### src/rtl/alu_pkg.sv
// rtl/alu_pkg.sv - opcode encoding and width constants for the shared integer ALU
package alu_pkg;

  localparam int ALU_OP_LAST = 9;
  localparam int DATA_W_C    = 32;

  typedef enum logic [3:0] {
    ALU_ADD  = 4'd0,
    ALU_SUB  = 4'd1,
    ALU_SLL  = 4'd2,
    ALU_SLT  = 4'd3,
    ALU_SLTU = 4'd4,
    ALU_XOR  = 4'd5,
    ALU_SRL  = 4'd6,
    ALU_SRA  = 4'd7,
    ALU_OR   = 4'd8,
    ALU_AND  = 4'd9
  } alu_op_e;

endpackage

### src/rtl/alu_bitwise.sv
// rtl/alu_bitwise.sv - bitwise logic units shared by the ALU core
module alu_xor #(
  parameter int W = 32
) (
  input  logic [W-1:0] i_a,
  input  logic [W-1:0] i_b,
  output logic [W-1:0] o_y
);
  assign o_y = i_a ^ i_b;
endmodule

module alu_or #(
  parameter int W = 32
) (
  input  logic [W-1:0] i_a,
  input  logic [W-1:0] i_b,
  output logic [W-1:0] o_y
);
  assign o_y = i_a | i_b;
endmodule

module alu_and #(
  parameter int W = 32
) (
  input  logic [W-1:0] i_a,
  input  logic [W-1:0] i_b,
  output logic [W-1:0] o_y
);
  assign o_y = i_a & i_b;
endmodule

### src/rtl/alu_core.sv
// rtl/alu_core.sv - combinational integer ALU: (op, a, b) -> (result, illegal)
module alu_core
  import alu_pkg::*;
(
  input  logic [3:0]          i_op,
  input  logic [DATA_W_C-1:0] i_a,
  input  logic [DATA_W_C-1:0] i_b,
  output logic [DATA_W_C-1:0] o_result,
  output logic                o_illegal
);

  logic [DATA_W_C-1:0] xor_y;
  logic [DATA_W_C-1:0] or_y;
  logic [DATA_W_C-1:0] and_y;
  logic [4:0]          shamt;

  assign shamt = i_b[4:0];

  alu_xor #(.W(DATA_W_C)) u_xor (.i_a(i_a), .i_b(i_b), .o_y(xor_y));
  alu_or  #(.W(DATA_W_C)) u_or  (.i_a(i_a), .i_b(i_b), .o_y(or_y));
  alu_and #(.W(DATA_W_C)) u_and (.i_a(i_a), .i_b(i_b), .o_y(and_y));

  always_comb begin
    o_result  = '0;
    o_illegal = 1'b0;
    case (i_op)
      ALU_ADD:  o_result = i_a + i_b;
      ALU_SUB:  o_result = i_a - i_b;
      ALU_SLL:  o_result = i_a << shamt;
      ALU_SLT:  o_result = {31'd0, $signed(i_a) < $signed(i_b)};
      ALU_SLTU: o_result = {31'd0, i_a < i_b};
      ALU_XOR:  o_result = xor_y;
      ALU_SRL:  o_result = i_a >> shamt;
      ALU_SRA:  o_result = DATA_W_C'($signed(i_a) >>> shamt);
      ALU_OR:   o_result = or_y;
      ALU_AND:  o_result = and_y;
      // codes above ALU_OP_LAST still retire, with a zero result
      default:  o_illegal = 1'b1;
    endcase
  end

endmodule

### src/rtl/alu_share_arb.sv
// rtl/alu_share_arb.sv - round-robin arbiter sharing one ALU core among NUM_REQ requesters
module alu_share_arb
  import alu_pkg::*;
#(
  parameter  int NUM_REQ = 2,
  parameter  int DATA_W  = DATA_W_C,
  localparam int ID_W    = $clog2(NUM_REQ)
) (
  input  logic                            i_clk,
  input  logic                            i_rst_n,
  input  logic [NUM_REQ-1:0]              i_req_valid,
  output logic [NUM_REQ-1:0]              o_req_ready,
  input  logic [NUM_REQ-1:0][3:0]         i_req_op,
  input  logic [NUM_REQ-1:0][DATA_W-1:0]  i_req_a,
  input  logic [NUM_REQ-1:0][DATA_W-1:0]  i_req_b,
  output logic                            o_rsp_valid,
  input  logic                            i_rsp_ready,
  output logic [DATA_W-1:0]               o_rsp_data,
  output logic [ID_W-1:0]                 o_rsp_id,
  output logic                            o_rsp_err
);

  logic              rsp_valid_q, rsp_valid_d;
  logic [DATA_W-1:0] rsp_data_q,  rsp_data_d;
  logic [ID_W-1:0]   rsp_id_q,    rsp_id_d;
  logic              rsp_err_q,   rsp_err_d;
  logic [ID_W-1:0]   rr_ptr_q,    rr_ptr_d;

  logic              accept_en;
  logic              grant_vld;
  logic [ID_W-1:0]   grant_id;
  logic [ID_W-1:0]   cand;
  logic [ID_W-1:0]   next_ptr;
  logic              xfer;
  logic [3:0]        sel_op;
  logic [DATA_W-1:0] sel_a;
  logic [DATA_W-1:0] sel_b;
  logic [DATA_W-1:0] alu_result;
  logic              alu_illegal;

  assign accept_en = !rsp_valid_q || i_rsp_ready;

  // Walk from rr_ptr upward; iterating in reverse lets the nearest valid win.
  always_comb begin
    grant_vld = 1'b0;
    grant_id  = '0;
    cand      = '0;
    for (int i = NUM_REQ - 1; i >= 0; i--) begin
      cand = ID_W'((int'(rr_ptr_q) + i) % NUM_REQ);
      if (i_req_valid[cand]) begin
        grant_vld = 1'b1;
        grant_id  = cand;
      end
    end
  end

  assign next_ptr = (grant_id == ID_W'(NUM_REQ - 1)) ? '0 : grant_id + ID_W'(1);

  always_comb begin
    o_req_ready = '0;
    if (grant_vld && accept_en && i_rst_n) begin
      o_req_ready[grant_id] = 1'b1;
    end
  end

  assign xfer   = grant_vld && accept_en && i_rst_n;
  assign sel_op = i_req_op[grant_id];
  assign sel_a  = i_req_a[grant_id];
  assign sel_b  = i_req_b[grant_id];

  alu_core u_alu_core (
    .i_op      (sel_op),
    .i_a       (sel_a),
    .i_b       (sel_b),
    .o_result  (alu_result),
    .o_illegal (alu_illegal)
  );

  always_comb begin
    rsp_valid_d = rsp_valid_q;
    rsp_data_d  = rsp_data_q;
    rsp_id_d    = rsp_id_q;
    rsp_err_d   = rsp_err_q;
    rr_ptr_d    = rr_ptr_q;
    if (xfer) begin
      rsp_valid_d = 1'b1;
      rsp_data_d  = alu_result;
      rsp_id_d    = grant_id;
      rsp_err_d   = alu_illegal;
      rr_ptr_d    = next_ptr;
    end else if (rsp_valid_q && i_rsp_ready) begin
      rsp_valid_d = 1'b0;
    end
  end

  always_ff @(posedge i_clk or negedge i_rst_n) begin
    if (!i_rst_n) begin
      rsp_valid_q <= 1'b0;
      rsp_data_q  <= '0;
      rsp_id_q    <= '0;
      rsp_err_q   <= 1'b0;
      rr_ptr_q    <= '0;
    end else begin
      rsp_valid_q <= rsp_valid_d;
      rsp_data_q  <= rsp_data_d;
      rsp_id_q    <= rsp_id_d;
      rsp_err_q   <= rsp_err_d;
      rr_ptr_q    <= rr_ptr_d;
    end
  end

  assign o_rsp_valid = rsp_valid_q;
  assign o_rsp_data  = rsp_data_q;
  assign o_rsp_id    = rsp_id_q;
  assign o_rsp_err   = rsp_err_q;

endmodule

### config.mk
export PLATFORM = sky130hd
export DESIGN_NAME = alu_share_arb
export DESIGN_NICKNAME = d
export VERILOG_FILES = /design/src/rtl/alu_pkg.sv /design/src/rtl/alu_bitwise.sv /design/src/rtl/alu_core.sv /design/src/rtl/alu_share_arb.sv
export SDC_FILE = /design/constraint.sdc
export NUM_CORES = 1
export LEC_CHECK = 0
export CAP_MARGIN = 25
export CORE_MARGIN = 2
export CORE_UTILIZATION = 45
export DETAILED_ROUTE_END_ITERATION = 8
export GPL_TIMING_DRIVEN = 0
export PLACE_DENSITY = 0.76
export SYNTH_ARGS = -nofsm -noshare
export SYNTH_HDL_FRONTEND = slang
export SYNTH_HIERARCHICAL = 1
export SYNTH_SLANG_ARGS = --single-unit
### constraint.sdc
create_clock -name i_clk -period 12.8 [get_ports i_clk]
set_input_delay 1.92 -clock i_clk [delete_from_list [all_inputs] [get_ports i_clk]]
set_output_delay 1.92 -clock i_clk [all_outputs]
set_load 0.02 [all_outputs]
==> impl_metrics.env <==
export IMPL_final_core_util_pct=55.4
export IMPL_power_mw=1.51
export IMPL_power_internal_mw=0.708
export IMPL_grt_overflow=0
export IMPL_outcome="finished, final reports clean"
export IMPL_track_usage_pct=41.5
export IMPL_skew_ns=0.00466
export IMPL_switching_share_pct=53.1
export IMPL_yosysWarnings=6
export IMPL_synth_cells=1471
export IMPL_gp_congestion=1.06
export IMPL_post_route_drc_count=0
export IMPL_ff2ff_setup_slack_ns=5.67
export IMPL_drt_iter0_drc=2056
export IMPL_h_tree_depth=2
export IMPL_slew_limit_headroom_pct=32.6
export IMPL_synth_edff_count=0
export IMPL_synth_flop_cell="dfrtp_1"
export IMPL_use_met1_pct=54.6
export IMPL_grt_first_pass_wirelength_um=81100
export IMPL_nNetsFinal=1863
export IMPL_tns_ns=0
export IMPL_layout_common_cells="clkdlybuf4s50_1 (176), nor2_1 (152), mux2_2 (124), a21oi_1 (115), nand2_1 (105)"
export IMPL_start_kind="primary input"
export IMPL_hold_path_class="reg -> reg"
export IMPL_top_usage_layer="met2"
export IMPL_areaGrowthSynthToFinish_pct=21.3
export IMPL_drive_gt1_share_pct=13.9
export IMPL_p_leak_nw=5.38
export IMPL_holdBufCountCts=0
export IMPL_die_y_um=161
export IMPL_place_hpwl_um=44400
export IMPL_post_dp_cell_area_um2=13200
export IMPL_p_clk_share_pct=9.2
export IMPL_power_density_nw_per_um2=113
export IMPL_ys_async_sr_fraction_pct=100
export IMPL_tightest_slew_ns=1.00
export IMPL_finalCritPeriodShare_pct=69.5
export IMPL_coreArea_um2=24200
export IMPL_rsz0062_at_grt="false"
export IMPL_met3_usage_pct=6.30
export IMPL_seqPwrFrac_pct=12.2
export IMPL_hold_ws_ns=0.507
export IMPL_drv_slew=0
export IMPL_portBuffers=177
export IMPL_critical_path_class="in -> reg"
export IMPL_cts_root_buf="clkbuf_16"
export IMPL_fin_area_um2=13400
export IMPL_viasPerCell=6.76
export IMPL_ys_types=92
export IMPL_period_minus_slack_ns=8.90
export IMPL_vdd_drop_max_v=0.0000877
export IMPL_layout_commonest_cell="clkdlybuf4s50_1"
export IMPL_drt_wirelength_per_cell_um=27.7
export IMPL_required_ns=12.99
export IMPL_clkLatencyLatePin_ns=0.30
export IMPL_cp_max_fo=10
export IMPL_antenna_found_initial=1
export IMPL_routed_wl_um=55000
export IMPL_die_area_um2=25800
export IMPL_gr_usage_met2_pct=65.3
export IMPL_grt_pass1_vias=12800
export IMPL_ys_seq_elements=36
export IMPL_max_clock_freq_mhz=112
export IMPL_rows=57
export IMPL_syn_area_um2=11000
export IMPL_end_kind="flop"
export IMPL_arrival_ns=9.09
export IMPL_cts_sinks=36
export IMPL_first_pass_iters=7
export IMPL_max_cap_viol_count=0
export IMPL_cts_buffers=5
export IMPL_postSynthAreaPerCell_um2=7.51
export IMPL_synth_nets=1678
export IMPL_start_util_pct=45.7
export IMPL_power_switching_mw=0.801
export IMPL_grt_max_degree=26
export IMPL_clk_pin_slew_worst_paths_ns=0.07
export IMPL_ys_seq_area_share_pct=8.16
export IMPL_vias=13400
export IMPL_cts_setup_buffers=0
export IMPL_die_x_um=161
export IMPL_final_antenna_net_count=0
export IMPL_tritoncts="done"
export IMPL_post_cts_resized=0
export IMPL_setup_viol=0
export IMPL_p_comb_share_pct=78.6
export IMPL_finalHoldViolations=0
export IMPL_io_pins=178
export IMPL_clockBufferDepth=2
[power by group through the flow]
| stage | combinational, mW | clock [mW] | sequential (mW) |
|---|---|---|---|
| after floorplan | 0.670 | 0 | 0.241 |
| after global placement | 1.14 | 0 | 0.184 |
| after detailed placement | 1.14 | 0 | 0.185 |
| after CTS | 1.15 | 0.142 | 0.183 |
| after global routing | 1.25 | 0.144 | 0.189 |
| final | 1.19 | 0.139 | 0.184 |
[kinds of logic (layout without fill, tap and decap cells)]
kind of cell	Yosys count	after routing	share of synthesized area, %
AO/OA/AOI/OAI	476	476	30.1
XOR/XNOR	32	32	2.54
adder cells (fa/ha/maj)	66	66	7.61
buffers and inverters	174	360	7.27
flip-flops	36	36	8.16
multiplexers	217	217	23.6
other	0	2	0
AND/OR/NAND/NOR	470	470	20.7
[flip-flops by register name, summed over array words and instances (netlist names)]
| signal | cells |
|---|---|
| o_rsp_id | 1 |
| o_rsp_valid | 1 |
| rr_ptr_q | 1 |
| o_rsp_data | 32 |
| o_rsp_err | 1 |
[per-stage QoR]
step                      cells  setup WS [ns]
after floorplan            1471           6.18
after global placement     1972           3.78
after detailed placement   1973           3.80
after CTS                  1981           4.10
after global routing       1981           3.78
final                      1983           3.90
[Yosys cell counts, drive strengths merged, types with 9 or more instances]
library cell	number	share of area, %
and2	42	2.4
nand2b	21	1.2
a222oi	15	1.4
a31oi	10	0.57
nand2	105	3.6
or2	41	2.3
a21oi	117	5.4
inv	66	2.2
mux2	130	13
o21ai	94	4.4
a221oi	12	1.1
dfrtp	36	8.2
a221o	16	1.5
o22ai	18	1.0
mux4	22	4.5
nand4	9	0.51
nor2	152	5.2
xor2	32	2.5
nor2b	12	0.68
o211ai	26	1.8
nand3	30	1.4
a211oi	25	1.7
mux2i	65	5.9
o221ai	13	1.0
a21o	22	1.5
a22oi	13	0.88
clkbuf	54	1.8
buf	52	3.1
ha	64	7.3
o21bai	9	0.61
nor3	22	1.1
[cell type report]
class,instances,area (um2)
buffer,106,548
inverter,68,255
sequential,36,901
antenna,2,5.00
tap,324,405
timing repair buffer,178,1790
fill,2347,10800
clock buffer,6,139
clock inverter,2,15.0
multi-input combinational,1261,9340
[critical path, stage by stage]
cell	delay, ns
clkdlybuf4s50_1	0.48
inv_1	0.07
o21ai_4	0.63
buf_4	0.37
mux2_1	0.59
inv_2	0.33
buf_2	0.36
buf_1	0.63
clkbuf_1	0.59
ha_1	0.35
buf_2	0.17
a211oi_1	0.35
o211ai_1	0.20
a21o_1	0.25
a211oi_1	0.24
nor2_1	0.09
or2_2	0.33
o22ai_1	0.30
o221ai_1	0.17
a211o_1	0.37
mux2_2	0.27
[worst paths after layout]
path                             endpoint  cells past startpoint      startpoint
max                        o_rsp_data[18]                     21  i_req_valid[0]
min                         o_rsp_data[4]                      1   o_rsp_data[4]
max reg2reg                o_rsp_data[18]                     19        rr_ptr_q
min reg2reg                 o_rsp_data[4]                      1   o_rsp_data[4]
max in group asynchronous  o_rsp_data[31]                      2         i_rst_n
min in group asynchronous   o_rsp_data[5]                      1         i_rst_n
[layer usage]
layer  share of wire (%)  up-vias
met3                  10      198
met1                  40     6348
met2                  43      962
met4                 6.4        0
li1                    -     5896
met5                   0        -
(Power assumes the default switching activity.)
